===== config.mk =====
export PLATFORM = sky130hd
export DESIGN_NAME = acia_tx
export DESIGN_NICKNAME = d
export VERILOG_FILES = /design/src/rtl/xosera_pkg.sv /design/src/rtl/acia_tx_fifo.sv /design/src/rtl/acia_tx.sv
export SDC_FILE = /design/constraint.sdc
export NUM_CORES = 1
export LEC_CHECK = 0
export CAP_MARGIN = 30
export CORE_ASPECT_RATIO = 0.75
export CORE_MARGIN = 3
export CORE_UTILIZATION = 55
export DETAILED_ROUTE_END_ITERATION = 10
export MAX_ROUTING_LAYER = met4
export PLACE_DENSITY = 0.73
export SLEW_MARGIN = 20
export SYNTH_ARGS = -nofsm -noshare
export SYNTH_HDL_FRONTEND = slang
export SYNTH_SLANG_ARGS = --single-unit

===== constraint.sdc =====
create_clock -name clk -period 3.8 [get_ports clk]
set_input_delay 0.38 -clock clk [delete_from_list [all_inputs] [get_ports clk]]
set_output_delay 0.38 -clock clk [all_outputs]
set_load 0.03 [all_outputs]

===== src/rtl/xosera_pkg.sv =====
// Shared ACIA definitions: transmit FSM states and the bit-period calculation
// used by both the receive and transmit paths.
package xosera_pkg;

  typedef enum logic [2:0] {
    IDLE,
    START,
    DATA,
    STOP,
    BREAK
  } acia_tx_state_t;

  function automatic int unsigned bps_count(input int unsigned clk_hz,
                                            input int unsigned bps_rate);
    return clk_hz / bps_rate;
  endfunction

endpackage


===== src/rtl/acia_tx_fifo.sv =====
// Small synchronous first-word-fall-through byte queue for the ACIA transmitter.
module acia_tx_fifo #(
  parameter int unsigned FIFO_DEPTH = 4,
  parameter int unsigned WIDTH      = 8
) (
  input  logic             clk,
  input  logic             rst_ni,
  input  logic             i_push,
  input  logic             i_pop,
  input  logic [WIDTH-1:0] i_din,
  output logic [WIDTH-1:0] o_dout,
  output logic             o_full,
  output logic             o_empty
);
  localparam int unsigned PW = $clog2(FIFO_DEPTH);

  logic [WIDTH-1:0] r_mem [FIFO_DEPTH];
  logic [PW-1:0]    r_wr;
  logic [PW-1:0]    r_rd;
  logic [PW:0]      r_count;
  logic             w_push;
  logic             w_pop;

  // A push while full is dropped even when a pop frees a slot that same cycle.
  assign w_push  = i_push && !o_full;
  assign w_pop   = i_pop && !o_empty;
  assign o_full  = (r_count == (PW+1)'(FIFO_DEPTH));
  assign o_empty = (r_count == '0);
  assign o_dout  = r_mem[r_rd];

  always_ff @(posedge clk or negedge rst_ni) begin
    if (!rst_ni) begin
      r_wr    <= '0;
      r_rd    <= '0;
      r_count <= '0;
    end else begin
      if (w_push) r_wr <= r_wr + 1'b1;
      if (w_pop)  r_rd <= r_rd + 1'b1;
      case ({w_push, w_pop})
        2'b10:   r_count <= r_count + 1'b1;
        2'b01:   r_count <= r_count - 1'b1;
        default: r_count <= r_count;
      endcase
    end
  end

  always_ff @(posedge clk) begin
    if (w_push) r_mem[r_wr] <= i_din;
  end

endmodule


===== src/rtl/acia_tx.sv =====
// ACIA transmitter: queued bytes sent as 8N1/8N2 frames with CTS flow control
// and break generation.
module acia_tx
  import xosera_pkg::*;
#(
  parameter int unsigned BPS_RATE   = 115200,
  parameter int unsigned CLK_HZ     = 25125000,
  parameter int unsigned FIFO_DEPTH = 4,
  parameter int unsigned STOP_BITS  = 1
) (
  input  logic       clk,
  input  logic       rst_ni,
  input  logic [7:0] tx_dat_i,
  input  logic       tx_stb_i,
  output logic       tx_rdy_o,
  output logic       tx_busy_o,
  input  logic       tx_cts_i,
  input  logic       tx_brk_i,
  output logic       tx_serial_o
);
  localparam int unsigned BPS_COUNT = bps_count(CLK_HZ, BPS_RATE);
  localparam int unsigned CNT_W     = (BPS_COUNT > 1) ? $clog2(BPS_COUNT) : 1;
  localparam logic [CNT_W-1:0] CNT_RELOAD = CNT_W'(BPS_COUNT - 1);

  acia_tx_state_t   r_state;
  logic [CNT_W-1:0] r_cnt;
  logic [2:0]       r_bit;
  logic [7:0]       r_shift;
  logic             r_stop_left;
  logic             r_mark;
  logic             r_serial;
  logic             r_cts_meta;
  logic             r_cts_sync;

  logic             w_full;
  logic             w_empty;
  logic [7:0]       w_head;
  logic             w_tick;
  logic             w_exit;
  logic             w_pop;

  acia_tx_fifo #(
    .FIFO_DEPTH(FIFO_DEPTH),
    .WIDTH     (8)
  ) u_fifo (
    .clk    (clk),
    .rst_ni (rst_ni),
    .i_push (tx_stb_i),
    .i_pop  (w_pop),
    .i_din  (tx_dat_i),
    .o_dout (w_head),
    .o_full (w_full),
    .o_empty(w_empty)
  );

  // The end of a stop bit or break mark behaves like IDLE, so the next frame
  // can start on that same edge with no gap.
  always_comb begin
    w_tick = (r_cnt == '0);
    w_exit = 1'b0;
    case (r_state)
      IDLE:    w_exit = 1'b1;
      STOP:    w_exit = w_tick && !r_stop_left;
      BREAK:   w_exit = r_mark && w_tick;
      default: w_exit = 1'b0;
    endcase
    w_pop = w_exit && !w_empty && r_cts_sync && !tx_brk_i;
  end

  always_ff @(posedge clk or negedge rst_ni) begin
    if (!rst_ni) begin
      r_state     <= IDLE;
      r_cnt       <= '0;
      r_bit       <= '0;
      r_shift     <= '0;
      r_stop_left <= 1'b0;
      r_mark      <= 1'b0;
      r_serial    <= 1'b1;
      r_cts_meta  <= 1'b0;
      r_cts_sync  <= 1'b0;
    end else begin
      r_cts_meta <= tx_cts_i;
      r_cts_sync <= r_cts_meta;
      if (w_exit) begin
        if (tx_brk_i) begin
          r_state  <= BREAK;
          r_mark   <= 1'b0;
          r_serial <= 1'b0;
        end else if (w_pop) begin
          r_state  <= START;
          r_shift  <= w_head;
          r_cnt    <= CNT_RELOAD;
          r_serial <= 1'b0;
        end else begin
          r_state  <= IDLE;
          r_serial <= 1'b1;
        end
      end else if (r_state == BREAK && !r_mark) begin
        if (!tx_brk_i) begin
          r_mark   <= 1'b1;
          r_serial <= 1'b1;
          r_cnt    <= CNT_RELOAD;
        end
      end else if (!w_tick) begin
        r_cnt <= r_cnt - 1'b1;
      end else begin
        r_cnt <= CNT_RELOAD;
        case (r_state)
          START: begin
            r_state  <= DATA;
            r_bit    <= '0;
            r_serial <= r_shift[0];
          end
          DATA: begin
            if (r_bit == 3'd7) begin
              r_state     <= STOP;
              r_serial    <= 1'b1;
              r_stop_left <= (STOP_BITS == 2);
            end else begin
              r_bit    <= r_bit + 3'd1;
              r_shift  <= {1'b0, r_shift[7:1]};
              r_serial <= r_shift[1];
            end
          end
          STOP:    r_stop_left <= 1'b0;
          default: ;
        endcase
      end
    end
  end

  assign tx_serial_o = r_serial;
  assign tx_rdy_o    = !w_full;
  assign tx_busy_o   = !w_empty || (r_state != IDLE);

endmodule


==> results.rst, run 1 <==
.. list-table::
   :header-rows: 1

   * - Metric
     - Value
   * - IR Drop Worst-Case VDD
     - 318.9 µV
   * - Fin area
     - 3570 µm²
   * - Cell-by-cell trace of the critical path
     - or4bb_1 -> a211oi_4 -> buf_4 -> o21ai_0 -> inv_1 -> ha_1 -> inv_1 -> fa_1 -> xor2_1 -> nor2_1 -> xor2_1
   * - Setup Crit Path Kind
     - reg -> reg
   * - Via count of the first global-routing pass
     - 2011
   * - Hold Crit Class
     - reg -> reg
   * - RSZ-0062 raised after global routing
     - false
   * - Gates resized, CTS repair
     - 0
   * - Actual slew at the worst max-slew pin
     - 0.6125 ns
   * - Area growth, synth to finish
     - 13.17%
   * - Global-route wire length before repair
     - 9970 µm
   * - Result of the run
     - finished clean
   * - Share of the clock period used by the worst path
     - 0.7997
   * - Post-synth net total
     - 273
   * - Antenna diode instance count
     - 0
   * - Share of async-settable or async-resettable flops after synthesis
     - 0.5077
   * - Count of filler cells inserted in the layout
     - 395
   * - Capture point of the worst reg-to-reg path
     - u_fifo.r_count[2]
   * - Register bit count reported by yosys
     - 65
   * - Die extent in y
     - 71.59 µm
   * - Number of antenna violations at the first check in global routing
     - 0
   * - Critical Path Fanout Max
     - 16
   * - Initial Utilization
     - 0.5799
   * - Post-layout nets
     - 290
   * - Detailed placement HPWL
     - 3952 µm
   * - Core ar.
     - 5439 µm²
   * - Post-synth EDFFs
     - 32
   * - Fmax
     - 0.3291 GHz
   * - Maximum level of the CTS H-tree
     - 3
   * - Total placed instance area
     - 3367 µm²
   * - Port buffer count
     - 15
   * - Clock period minus final worst setup slack
     - 3.039 ns
   * - Max clock buf depth
     - 2
   * - Commonest register cell after synthesis
     - sky130_fd_sc_hd__edfxtp_1
   * - Hold Fails Final Rpt
     - 0
   * - Leak Pwr
     - 1.348 nW
   * - Endpoint of the worst hold path
     - r_cts_sync
   * - Startpoint of the worst register-to-register path
     - r_state[0]
   * - Number of buffers inserted for hold repair after clock tree synthesis
     - 0
   * - Arrival time reported for the critical path endpoint
     - 3.30 ns
   * - Vias per cell
     - 5.957
   * - Num ports
     - 16
   * - Power density over the cells
     - 484.6 nW/µm²
   * - 1st-iter DRT viols
     - 159
   * - Post-Syn Area per Cell
     - 12.57 µm²
   * - GPL Wtd Cong
     - 0.9202
   * - Final setup skew
     - 0.009440 ns
   * - Remaining design rule violation count
     - 0
   * - Start point of the worst min-delay path
     - r_cts_meta
   * - Routed vias
     - 2073
   * - # clock sinks
     - 65
   * - Final Setup Violations
     - 0
   * - Max Slew Vio Count
     - 0
   * - WHS Path Cells
     - 0
   * - Setup total negative slack
     - 0 ns
   * - Maximum cell stage delay along the critical path
     - 0.65 ns
   * - Crit-path leading delay family
     - simple AND/OR/NAND/NOR gates
   * - Seq/Total Area, Yosys
     - 0.5668
   * - Clock edge transition at the registers on the reported setup and hold paths
     - 0.06 ns
   * - Post CTS Setup Buffer Count
     - 0
   * - Number of rows in the core area
     - 23
   * - Required time of the critical path
     - 4.06 ns
   * - Remaining global-route overflow
     - 0
   * - Kind of start point of the critical path
     - flip-flop
   * - Global-route total usage across every layer
     - 0.2033
   * - Number of clock buffers inserted by TritonCTS
     - 9
   * - Max-capacitance violation count
     - 0
   * - Mapped Cells
     - 251
   * - Standard cell with the maximum stage delay on the critical path
     - sky130_fd_sc_hd__or4bb_1
   * - Drt total wl
     - 5905 µm
   * - CTS tree
     - done
   * - R2R depth
     - 11
   * - Count of antenna-violating nets left after detailed routing
     - 0
   * - Die outline area
     - 6689 µm²
   * - Remaining max-slew budget at the tightest pin
     - 0.5917
   * - Kind of capture point of the worst setup path
     - flip-flop
   * - Source-to-sink clock delay at the later pin of the worst-skew pair
     - 0.34 ns
   * - Number of distinct library cells after synthesis
     - 57
   * - Buf+Inv Stages, Crit Path
     - 3
   * - Yosys synthesis warning count
     - 0
   * - Die X
     - 93.45 µm
   * - Internal reg-to-reg setup slack
     - 0.76 ns
   * - Fraction of final layout cells with drive strength greater than 1
     - 0.1245
   * - Root Buffer
     - sky130_fd_sc_hd__clkbuf_8
   * - Number of search-and-repair iterations in the first detailed-routing pass
     - 4
   * - Maximum number of pins on one net before global-route repair
     - 34
   * - Mapped cell area
     - 3154 µm²
   * - Average wire length per cell after detail routing
     - 16.97 µm
per-layer routing:
metal,up-vias,GRT usage,share of wire
li1,989,-,-
met2,64,0.2758,0.44
met5,-,-,0
met1,1016,0.2849,0.49
met4,0,0.06179,0.0071
met3,4,0.07765,0.058
placed cells by master, fill, tap and decap left out, types with 2 or more instances in the layout:
master | synthesis | routed
sky130_fd_sc_hd__a211oi_1 | 3 | 3
sky130_fd_sc_hd__xor2_1 | 3 | 3
sky130_fd_sc_hd__nor4_1 | 4 | 4
sky130_fd_sc_hd__mux4_2 | 8 | 8
sky130_fd_sc_hd__nand3_1 | 3 | 3
sky130_fd_sc_hd__clkinv_1 | 0 | 2
sky130_fd_sc_hd__clkdlybuf4s50_1 | 0 | 15
sky130_fd_sc_hd__nand2_1 | 9 | 9
sky130_fd_sc_hd__nor3_1 | 7 | 7
sky130_fd_sc_hd__nor4b_1 | 3 | 3
sky130_fd_sc_hd__o31ai_1 | 4 | 4
sky130_fd_sc_hd__dfrtp_1 | 32 | 32
sky130_fd_sc_hd__nand2b_1 | 3 | 3
sky130_fd_sc_hd__o21ai_0 | 30 | 30
sky130_fd_sc_hd__ha_1 | 8 | 8
sky130_fd_sc_hd__a31oi_1 | 2 | 2
sky130_fd_sc_hd__o22a_1 | 7 | 7
sky130_fd_sc_hd__clkbuf_1 | 6 | 3
sky130_fd_sc_hd__inv_1 | 15 | 15
sky130_fd_sc_hd__nor2_1 | 11 | 11
sky130_fd_sc_hd__a21oi_1 | 2 | 2
sky130_fd_sc_hd__and3_1 | 4 | 4
sky130_fd_sc_hd__xnor2_1 | 6 | 6
sky130_fd_sc_hd__a21o_1 | 3 | 3
sky130_fd_sc_hd__a22o_1 | 3 | 3
sky130_fd_sc_hd__bufinv_16 | 0 | 2
sky130_fd_sc_hd__nor3b_1 | 3 | 3
sky130_fd_sc_hd__clkbuf_8 | 0 | 9
sky130_fd_sc_hd__o211ai_1 | 2 | 2
sky130_fd_sc_hd__nand3b_1 | 2 | 2
sky130_fd_sc_hd__edfxtp_1 | 32 | 32
sky130_fd_sc_hd__buf_4 | 1 | 5
sky130_fd_sc_hd__nand4_1 | 2 | 2
sky130_fd_sc_hd__mux2_2 | 2 | 2
worst max path at each step:
stage / startpoint / to / slack [ns] / depth (start not counted)
3_3_place_gp: r_state[0] / u_fifo.r_count[2] / 0.89 / 11
6_report: r_state[0] / u_fifo.r_count[2] / 0.76 / 11
4_1_cts: r_state[0] / u_fifo.r_count[2] / 0.76 / 11
3_5_place_dp: r_state[0] / u_fifo.r_count[2] / 0.76 / 11
2_1_floorplan: r_cnt[0] / u_fifo.r_count[2] / 1.10 / 12
5_1_grt: r_state[0] / u_fifo.r_count[2] / 0.54 / 11
power breakdown:
part	internal, mW	total (mW)	switching [mW]
logic	0.0972	0.231	0.134
clock network	0.366	0.610	0.244
registers	0.847	0.889	0.0422
synthesized netlist by cell type (2+ instances only):
cell	count	area, µm²
sky130_fd_sc_hd__nor2_1	11	41.29
sky130_fd_sc_hd__a21oi_1	2	10.01
sky130_fd_sc_hd__mux2_2	2	22.52
sky130_fd_sc_hd__nor4_1	4	25.02
sky130_fd_sc_hd__nand2_1	9	33.78
sky130_fd_sc_hd__nand2b_1	3	18.77
sky130_fd_sc_hd__nand4_1	2	12.51
sky130_fd_sc_hd__o21ai_0	30	150.1
sky130_fd_sc_hd__nand3_1	3	15.01
sky130_fd_sc_hd__a22o_1	3	26.28
sky130_fd_sc_hd__dfrtp_1	32	800.8
sky130_fd_sc_hd__a21o_1	3	22.52
sky130_fd_sc_hd__inv_1	15	56.30
sky130_fd_sc_hd__edfxtp_1	32	960.9
sky130_fd_sc_hd__nor3b_1	3	22.52
sky130_fd_sc_hd__buf_2	4	20.02
sky130_fd_sc_hd__mux4_2	8	180.2
sky130_fd_sc_hd__xnor2_1	6	52.55
sky130_fd_sc_hd__clkbuf_1	6	22.52
sky130_fd_sc_hd__a31oi_1	2	12.51
sky130_fd_sc_hd__ha_1	8	100.1
sky130_fd_sc_hd__nand3b_1	2	15.01
sky130_fd_sc_hd__o211ai_1	2	15.01
sky130_fd_sc_hd__and3_1	4	25.02
sky130_fd_sc_hd__buf_1	2	7.510
sky130_fd_sc_hd__nor3_1	7	35.03
sky130_fd_sc_hd__nor4b_1	3	26.28
sky130_fd_sc_hd__o22a_1	7	61.31
sky130_fd_sc_hd__a211oi_1	3	22.52
sky130_fd_sc_hd__o31ai_1	4	30.03
sky130_fd_sc_hd__xor2_1	3	26.28
worst register-to-register path, stage by stage, from the launching register on:
cell and delay, ns:
sky130_fd_sc_hd__dfrtp_1 0.55, sky130_fd_sc_hd__or4bb_1 0.65, sky130_fd_sc_hd__a211oi_4 0.23, sky130_fd_sc_hd__buf_4 0.22, sky130_fd_sc_hd__o21ai_0 0.17, sky130_fd_sc_hd__inv_1 0.10
sky130_fd_sc_hd__ha_1 0.18, sky130_fd_sc_hd__inv_1 0.07, sky130_fd_sc_hd__fa_1 0.37, sky130_fd_sc_hd__xor2_1 0.15, sky130_fd_sc_hd__nor2_1 0.11, sky130_fd_sc_hd__xor2_1 0.15
cell type report:
| type | instances | area (µm²) | share of cell area |
|---|---|---|---|
| timing repair buffer | 20 | 187.7 | 0.05258 |
| tap | 75 | 93.84 | 0.02629 |
| clock buffer | 12 | 135.1 | 0.03786 |
| multi-input combinational | 157 | 1241 | 0.3477 |
| clock inverter | 4 | 67.56 | 0.01893 |
| sequential | 65 | 1788 | 0.5009 |
| inverter | 15 | 56.30 | 0.01577 |
cells by family (layout without fill, tap and decap cells):
group                      count (synthesis)  after routing  share of synthesized area
DFF                                       65             65                     0.5668
and+or+nand+nor                           61             61                     0.1146
AOI/OAI and AO/OA                         67             67                     0.1484
buffers and inverters                     29             51                    0.03967
adders and majority gates                  9              9                    0.03808
muxes                                     11             11                    0.06743
xor gates and xnor gates                   9              9                    0.02499
registers in the layout (all words and copies together), names as in the netlist:
name            count
r_bit               3
r_cnt               8
r_cts_meta          1
r_cts_sync          1
r_mark              1
r_shift             8
r_state             3
tx_serial_o         1
u_fifo.r_count      3
u_fifo.r_mem       32
u_fifo.r_rd         2
u_fifo.r_wr         2
per-stage QoR:
step	power (mW)	std cells	utilization	setup WS (ns)	hold WS, ns
floorplan	1.049	251	-	1.101	0.08441
global placement	1.129	332	0.6190	0.8888	0.3341
detailed placement	1.134	332	0.6190	0.7567	0.3395
CTS	1.741	348	0.6563	0.7566	0.3542
global route	1.818	348	0.6563	0.5351	0.3569
finish	1.730	348	0.6563	0.7610	0.3497
Note: power is estimated with default switching activity, not from simulation.
==> run 2, diff against run 1 <==
- clock period: 3.8 -> 3.1 ns (I/O delays scaled with it)
==> run 2 against run 1 <==
Critical path depth up 1. Largest cell class unchanged. Largest power group unchanged. Critical endpoint unchanged. Count of clock-buffer cells in the layout down 1. Critical path type unchanged. Cell count up 1.7%. Cell area up 1.1%.
==> results.rst, run 2 (synthesis gave the netlist of run 1 again) <==
.. list-table::
   :header-rows: 1

   * - Metric
     - Value
   * - Antenna diode instance count
     - 0 (unchanged)
   * - Count of filler cells inserted in the layout
     - 406 (was 395)
   * - Number of search-and-repair iterations in the first detailed-routing pass
     - 4 (unchanged)
   * - Actual slew at the worst max-slew pin
     - 0.5974 ns (was 0.6125 ns)
   * - Die extent in y
     - 71.59 µm (unchanged)
   * - Flip-flop count of the largest register after layout
     - 32 (unchanged)
   * - Hold Crit Class
     - reg -> reg (unchanged)
   * - Capture point of the worst reg-to-reg path
     - u_fifo.r_count[2] (unchanged)
   * - Post CTS Setup Buffer Count
     - 0 (unchanged)
   * - Leak Pwr
     - 1.373 nW (was 1.348 nW)
   * - Startpoint of the worst register-to-register path
     - r_cnt[0] (was r_state[0])
   * - Source-to-sink clock delay at the later pin of the worst-skew pair
     - 0.34 ns (about the same)
   * - Start point of the worst min-delay path
     - r_cts_meta (unchanged)
   * - Number of rows in the core area
     - 23 (unchanged)
   * - R2R depth
     - 12 (was 11)
   * - Maximum level of the CTS H-tree
     - 3 (unchanged)
   * - Power density over the cells
     - 581.5 nW/µm² (was 484.6 nW/µm²)
   * - Post-route worst setup slack
     - 0.2271 ns (was 0.7610 ns)
   * - Required time of the critical path
     - 3.36 ns (was 4.06 ns)
   * - Fmax
     - 0.3481 GHz (was 0.3291 GHz)
   * - Setup total negative slack
     - 0 ns (unchanged)
   * - GPL Wtd Cong
     - 0.8457 (was 0.9202)
   * - RSZ-0062 raised after global routing
     - false (unchanged)
   * - Number of buffers inserted for hold repair after clock tree synthesis
     - 0 (unchanged)
   * - Core ar.
     - 5439 µm² (unchanged)
   * - IR Drop Worst-Case VDD
     - 573.6 µV (was 318.9 µV)
   * - Leading cell types in the layout, fill and taps excluded
     - sky130_fd_sc_hd__dfrtp_1, sky130_fd_sc_hd__edfxtp_1, sky130_fd_sc_hd__o21ai_0 (unchanged)
   * - Max-capacitance violation count
     - 0 (unchanged)
   * - Port buffer count
     - 15 (unchanged)
   * - Die X
     - 93.45 µm (unchanged)
   * - Arrival time reported for the critical path endpoint
     - 3.13 ns (was 3.30 ns)
   * - Hold Fails Final Rpt
     - 0 (unchanged)
   * - Overall Power
     - 2.098 mW (was 1.730 mW)
   * - WHS Path Cells
     - 0 (unchanged)
   * - Kind of capture point of the worst setup path
     - flip-flop (unchanged)
   * - Post-layout nets
     - 296 (was 290)
   * - Average wire length per cell after detail routing
     - 17.49 µm (was 16.97 µm)
   * - Remaining global-route overflow
     - 0 (unchanged)
   * - Vias per cell
     - 5.918 (was 5.957)
   * - Worst hold margin
     - 0.3518 ns (was 0.3497 ns)
   * - Global-route wire length before repair
     - 10400 µm (was 9970 µm)
   * - Clock edge transition at the registers on the reported setup and hold paths
     - 0.07 ns (was 0.06 ns)
   * - Root Buffer
     - sky130_fd_sc_hd__clkbuf_8 (unchanged)
   * - Max clock buf depth
     - 2 (unchanged)
   * - CTS tree
     - done (unchanged)
   * - Critical Path Fanout Max
     - 5 (was 16)
   * - Setup Crit Path Kind
     - reg -> reg (unchanged)
   * - Final setup skew
     - 0.006835 ns (was 0.009440 ns)
   * - Number of clock buffers inserted by TritonCTS
     - 9 (unchanged)
   * - Endpoint of the worst hold path
     - r_cts_sync (unchanged)
   * - Maximum number of pins on one net before global-route repair
     - 34 (unchanged)
   * - Num ports
     - 16 (unchanged)
   * - Final Setup Violations
     - 0 (unchanged)
   * - Remaining max-slew budget at the tightest pin
     - 0.6018 (was 0.5917)
   * - Via count of the first global-routing pass
     - 2062 (was 2011)
   * - Number of antenna violations at the first check in global routing
     - 0 (unchanged)
   * - Global-route total usage across every layer
     - 0.2143 (was 0.2033)
   * - Max Slew Vio Count
     - 0 (unchanged)
   * - Routed vias
     - 2095 (was 2073)
   * - Worst slack at placement
     - 0.2708 ns (was 0.7567 ns)
   * - 1st-iter DRT viols
     - 178 (was 159)
   * - Share of the clock period used by the worst path
     - 0.9267 (was 0.7997)
   * - Clock period minus final worst setup slack
     - 2.873 ns (was 3.039 ns)
   * - Area growth, synth to finish
     - 14.40% (was 13.17%)
   * - Internal reg-to-reg setup slack
     - 0.23 ns (was 0.76 ns)
   * - Largest register by flop count
     - u_fifo.r_mem (unchanged)
   * - Count of antenna-violating nets left after detailed routing
     - 0 (unchanged)
   * - Drt total wl
     - 6192 µm (was 5905 µm)
   * - Leading registers by flop count
     - u_fifo.r_mem: 32 flops, r_cnt: 8 flops, r_shift: 8 flops (unchanged)
   * - # clock sinks
     - 65 (unchanged)
   * - Detailed placement HPWL
     - 4175 µm (was 3952 µm)
   * - Result of the run
     - finished clean (unchanged)
   * - Initial Utilization
     - 0.5799 (unchanged)
   * - Gates resized, CTS repair
     - 0 (unchanged)
   * - Fraction of final layout cells with drive strength greater than 1
     - 0.1577 (was 0.1245)
   * - Remaining design rule violation count
     - 0 (unchanged)
   * - Die outline area
     - 6689 µm² (unchanged)
   * - Kind of start point of the critical path
     - flip-flop (unchanged)
## run 2: cell type report
cell class / instances / area [µm²] / area share
sequential: 65 / 1788 / 0.4955
multi-input combinational: 157 / 1241 / 0.3440
timing repair buffer: 26 / 232.7 / 0.06449
clock buffer: 11 / 141.4 / 0.03918
tap: 75 / 93.84 / 0.02601
inverter: 15 / 56.30 / 0.01560
clock inverter: 5 / 55.05 / 0.01526
## run 2: per-layer routing
metal,up-vias,part of all wire,GRT usage
li1,1011,-,-
met2,66,0.42,0.2773
met1,1009,0.49,0.3214
met3,9,0.075,0.08080
met4,0,0.011,0.04878
met5,-,0,-
## run 2: through the flow
| step | std cells | util | cell area [µm²] |
|---|---|---|---|
| after floorplan | 251 | - | 3154 |
| after global placement | 338 | 0.6273 | 3412 |
| after detailed placement | 338 | 0.6273 | 3412 |
| after CTS | 354 | 0.6634 | 3608 |
| after global routing | 354 | 0.6634 | 3608 |
| final | 354 | 0.6634 | 3608 |
## run 2: how the worst max path moves through the flow
stage,to,startpoint,depth (start not counted)
after floorplan,u_fifo.r_count[2],r_cnt[0],12
after global placement,u_fifo.r_count[2],r_cnt[3],10
after detailed placement,u_fifo.r_count[2],r_cnt[3],10
after CTS,u_fifo.r_count[2],r_cnt[3],10
after global routing,u_fifo.r_count[2],r_cnt[3],10
final,u_fifo.r_count[2],r_cnt[0],12
## run 2: critical path, stage by stage, from the launching register on
cell                       delay, ns
sky130_fd_sc_hd__dfrtp_1        0.40
sky130_fd_sc_hd__inv_1          0.06
sky130_fd_sc_hd__ha_1           0.22
sky130_fd_sc_hd__or3b_2         0.55
sky130_fd_sc_hd__a211oi_4       0.22
sky130_fd_sc_hd__o21ai_0        0.19
sky130_fd_sc_hd__inv_1          0.11
sky130_fd_sc_hd__ha_1           0.18
sky130_fd_sc_hd__inv_1          0.06
sky130_fd_sc_hd__fa_1           0.38
sky130_fd_sc_hd__xor2_1         0.15
sky130_fd_sc_hd__nor2_1         0.11
sky130_fd_sc_hd__xor2_1         0.17
## run 2: report_power, final
group / internal [mW] / switching, mW / total, mW
logic: 0.124 / 0.171 / 0.295
clock network: 0.391 / 0.322 / 0.712
registers: 1.04 / 0.0540 / 1.09
total: 1.55 / 0.546 / 2.10
==> run 3, diff against run 2 <==
- CAP_MARGIN: 30 -> 25
- CORE_UTILIZATION: 55 -> 25
- PLACE_DENSITY: 0.73 -> 0.39
==> run 3 against run 2 <==
Non-clock buffer count fell by 1. Via count is 0.76% lower. Cell area up 5.2%. First-iteration DRC count down 29%. Critical endpoint unchanged. Largest cell class unchanged. Register-to-register slack improved by 0.12 ns. Cell count is 24% higher. Sequential power about the same. Wire length increased by 14%.
==> results.rst, run 3 (synthesis gave the netlist of run 1 again) <==
.. list-table::
   :header-rows: 1

   * - Metric
     - Value
   * - Antenna diode instance count
     - 0 (unchanged)
   * - Fmax
     - 0.3629 GHz (was 0.3481 GHz)
   * - Routed vias
     - 2079 (was 2095)
   * - 1st-iter DRT viols
     - 127 (was 178)
   * - GPL Wtd Cong
     - 0.7967 (was 0.8457)
   * - Number of search-and-repair iterations in the first detailed-routing pass
     - 4 (unchanged)
   * - Total placed instance area
     - 3508 µm² (was 3412 µm²)
   * - Core ar.
     - 11950 µm² (was 5439 µm²)
   * - Die outline area
     - 14010 µm² (was 6689 µm²)
   * - Post CTS Setup Buffer Count
     - 0 (unchanged)
   * - Setup total negative slack
     - 0 ns (unchanged)
   * - Number of clock buffers inserted by TritonCTS
     - 9 (unchanged)
   * - Area growth, synth to finish
     - 20.39% (was 14.40%)
   * - Setup Crit Path Kind
     - reg -> reg (unchanged)
   * - Die X
     - 135.7 µm (was 93.45 µm)
   * - Kind of capture point of the worst setup path
     - flip-flop (unchanged)
   * - Arrival time reported for the critical path endpoint
     - 3.01 ns (was 3.13 ns)
   * - Power density over the cells
     - 621.5 nW/µm² (was 581.5 nW/µm²)
   * - Max clock buf depth
     - 2 (unchanged)
   * - Capture point of the worst reg-to-reg path
     - u_fifo.r_count[2] (unchanged)
   * - Kind of start point of the critical path
     - flip-flop (unchanged)
   * - Count of filler cells inserted in the layout
     - 1185 (was 406)
   * - Fraction of final layout cells with drive strength greater than 1
     - 0.1547 (was 0.1577)
   * - Gates resized, CTS repair
     - 0 (unchanged)
   * - Flip-flop count of the largest register after layout
     - 32 (unchanged)
   * - Largest register by flop count
     - u_fifo.r_mem (unchanged)
   * - Drt total wl
     - 7058 µm (was 6192 µm)
   * - Number of rows in the core area
     - 34 (was 23)
   * - Port buffer count
     - 15 (unchanged)
   * - Post-layout nets
     - 295 (was 296)
   * - Die extent in y
     - 103.3 µm (was 71.59 µm)
   * - Number of antenna violations at the first check in global routing
     - 0 (unchanged)
   * - Maximum level of the CTS H-tree
     - 3 (unchanged)
   * - Global-route total usage across every layer
     - 0.1154 (was 0.2143)
   * - Leading registers by flop count
     - u_fifo.r_mem: 32 flops, r_cnt: 8 flops, r_shift: 8 flops (unchanged)
   * - Internal reg-to-reg setup slack
     - 0.34 ns (was 0.23 ns)
   * - Startpoint of the worst register-to-register path
     - r_cnt[3] (was r_cnt[0])
   * - Num ports
     - 16 (unchanged)
   * - Count of antenna-violating nets left after detailed routing
     - 0 (unchanged)
   * - Clock edge transition at the registers on the reported setup and hold paths
     - 0.05 ns (was 0.07 ns)
   * - Fin area
     - 3797 µm² (was 3608 µm²)
   * - Remaining design rule violation count
     - 0 (unchanged)
   * - Remaining global-route overflow
     - 0 (unchanged)
   * - Average wire length per cell after detail routing
     - 16.04 µm (was 17.49 µm)
   * - IR Drop Worst-Case VDD
     - 296.4 µV (was 573.6 µV)
   * - Critical Path Fanout Max
     - 7 (was 5)
   * - Detailed placement HPWL
     - 4814 µm (was 4175 µm)
   * - # clock sinks
     - 65 (unchanged)
   * - Cell-by-cell trace of the critical path
     - or4_1 -> a211oi_4 -> o21ai_0 -> inv_1 -> ha_1 -> inv_1 -> fa_1 -> xor2_1 -> nor2_1 -> xor2_1 (was inv_1 -> ha_1 -> or3b_2 -> a211oi_4 -> o21ai_0 -> inv_1 -> ha_1 -> inv_1 -> fa_1 -> xor2_1 -> nor2_1 -> xor2_1)
   * - Via count of the first global-routing pass
     - 2050 (was 2062)
   * - Max-capacitance violation count
     - 0 (unchanged)
   * - Buf+Inv Stages, Crit Path
     - 2 (was 3)
   * - Root Buffer
     - sky130_fd_sc_hd__clkbuf_16 (was sky130_fd_sc_hd__clkbuf_8)
   * - Leak Pwr
     - 1.411 nW (was 1.373 nW)
   * - Clock period minus final worst setup slack
     - 2.756 ns (was 2.873 ns)
   * - Required time of the critical path
     - 3.35 ns (was 3.36 ns)
   * - Remaining max-slew budget at the tightest pin
     - 0.4704 (was 0.6018)
   * - Final Setup Violations
     - 0 (unchanged)
   * - RSZ-0062 raised after global routing
     - false (unchanged)
   * - Share of the clock period used by the worst path
     - 0.8889 (was 0.9267)
   * - Standard cell with the maximum stage delay on the critical path
     - sky130_fd_sc_hd__or4_1 (was sky130_fd_sc_hd__or3b_2)
   * - Leading cell types in the layout, fill and taps excluded
     - sky130_fd_sc_hd__dfrtp_1, sky130_fd_sc_hd__edfxtp_1, sky130_fd_sc_hd__o21ai_0 (unchanged)
   * - Global-route wire length before repair
     - 11610 µm (was 10400 µm)
   * - Source-to-sink clock delay at the later pin of the worst-skew pair
     - 0.33 ns (was 0.34 ns)
   * - R2R depth
     - 10 (was 12)
   * - Hold Crit Class
     - in -> async (was reg -> reg)
   * - Overall Power
     - 2.360 mW (was 2.098 mW)
   * - CTS tree
     - done (unchanged)
   * - Initial Utilization
     - 0.2639 (was 0.5799)
   * - Result of the run
     - finished clean (unchanged)
   * - Final setup skew
     - 0.006451 ns (was 0.006835 ns)
   * - Hold Fails Final Rpt
     - 0 (unchanged)
   * - Crit-path leading delay family
     - simple AND/OR/NAND/NOR gates (was adder cells)
   * - Max Slew Vio Count
     - 0 (unchanged)
   * - Vias per cell
     - 4.725 (was 5.918)
   * - Maximum cell stage delay along the critical path
     - 0.71 ns (was 0.55 ns)
   * - Final standard cell utilization of the core
     - 0.3177 (was 0.6634)
   * - Actual slew at the worst max-slew pin
     - 0.7944 ns (was 0.5974 ns)
   * - Number of buffers inserted for hold repair after clock tree synthesis
     - 0 (unchanged)
   * - Maximum number of pins on one net before global-route repair
     - 34 (unchanged)
==> run 3: cell types whose count changed in the layout (fill, tap and decap cells not counted), sizes merged <==
cell,before,now
clkdlybuf4s50,15,14
clkinv,2,3
clkinvlp,2,1
==> run 3: how the worst max path moves through the flow <==
stage                                    to  cells after the start  slack [ns]      from
after detailed placement  u_fifo.r_count[2]                     12        0.33  r_cnt[0]
after global placement    u_fifo.r_count[2]                     12        0.43  r_cnt[0]
final                     u_fifo.r_count[2]                     10        0.34  r_cnt[3]
after CTS                 u_fifo.r_count[2]                     10        0.33  r_cnt[3]
after global routing      u_fifo.r_count[2]                     10        0.20  r_cnt[3]
after floorplan           u_fifo.r_count[2]                     12        0.40  r_cnt[0]
==> run 3: routing by layer <==
metal,track usage,vias to the layer above,share of wire
li1,-,997,-
met1,0.1692,1042,0.53
met2,0.1476,30,0.41
met3,0.03675,10,0.036
met4,0.03950,0,0.016
met5,-,-,0
==> run 3: layout make-up <==
class	count	area (µm²)	area share
Sequential cell	65	1788	0.4708
Multi-Input combinational cell	157	1241	0.3269
Clock buffer	11	232.7	0.06128
Timing Repair Buffer	25	220.2	0.05799
Tap cell	162	202.7	0.05338
Clock inverter	5	56.30	0.01483
Inverter	15	56.30	0.01483
==> run 3: through the flow <==
| stage | cells | hold WS (ns) | setup slack, ns |
|---|---|---|---|
| 2_1_floorplan | 251 | 0.01441 | 0.4013 |
| 3_3_place_gp | 424 | 0.3454 | 0.4252 |
| 3_5_place_dp | 424 | 0.3358 | 0.3324 |
| 4_1_cts | 440 | 0.1052 | 0.3300 |
| 5_1_grt | 440 | 0.1550 | 0.1988 |
| 6_report | 440 | 0.07188 | 0.3445 |
==> run 3: report_power, final <==
| group | switching (mW) | leakage (nW) | total (mW) | internal [mW] |
|---|---|---|---|---|
| combinational | 0.168 | 0.568 | 0.284 | 0.116 |
| sequential | 0.0503 | 0.703 | 1.09 | 1.04 |
| clock | 0.365 | 0.139 | 0.986 | 0.621 |
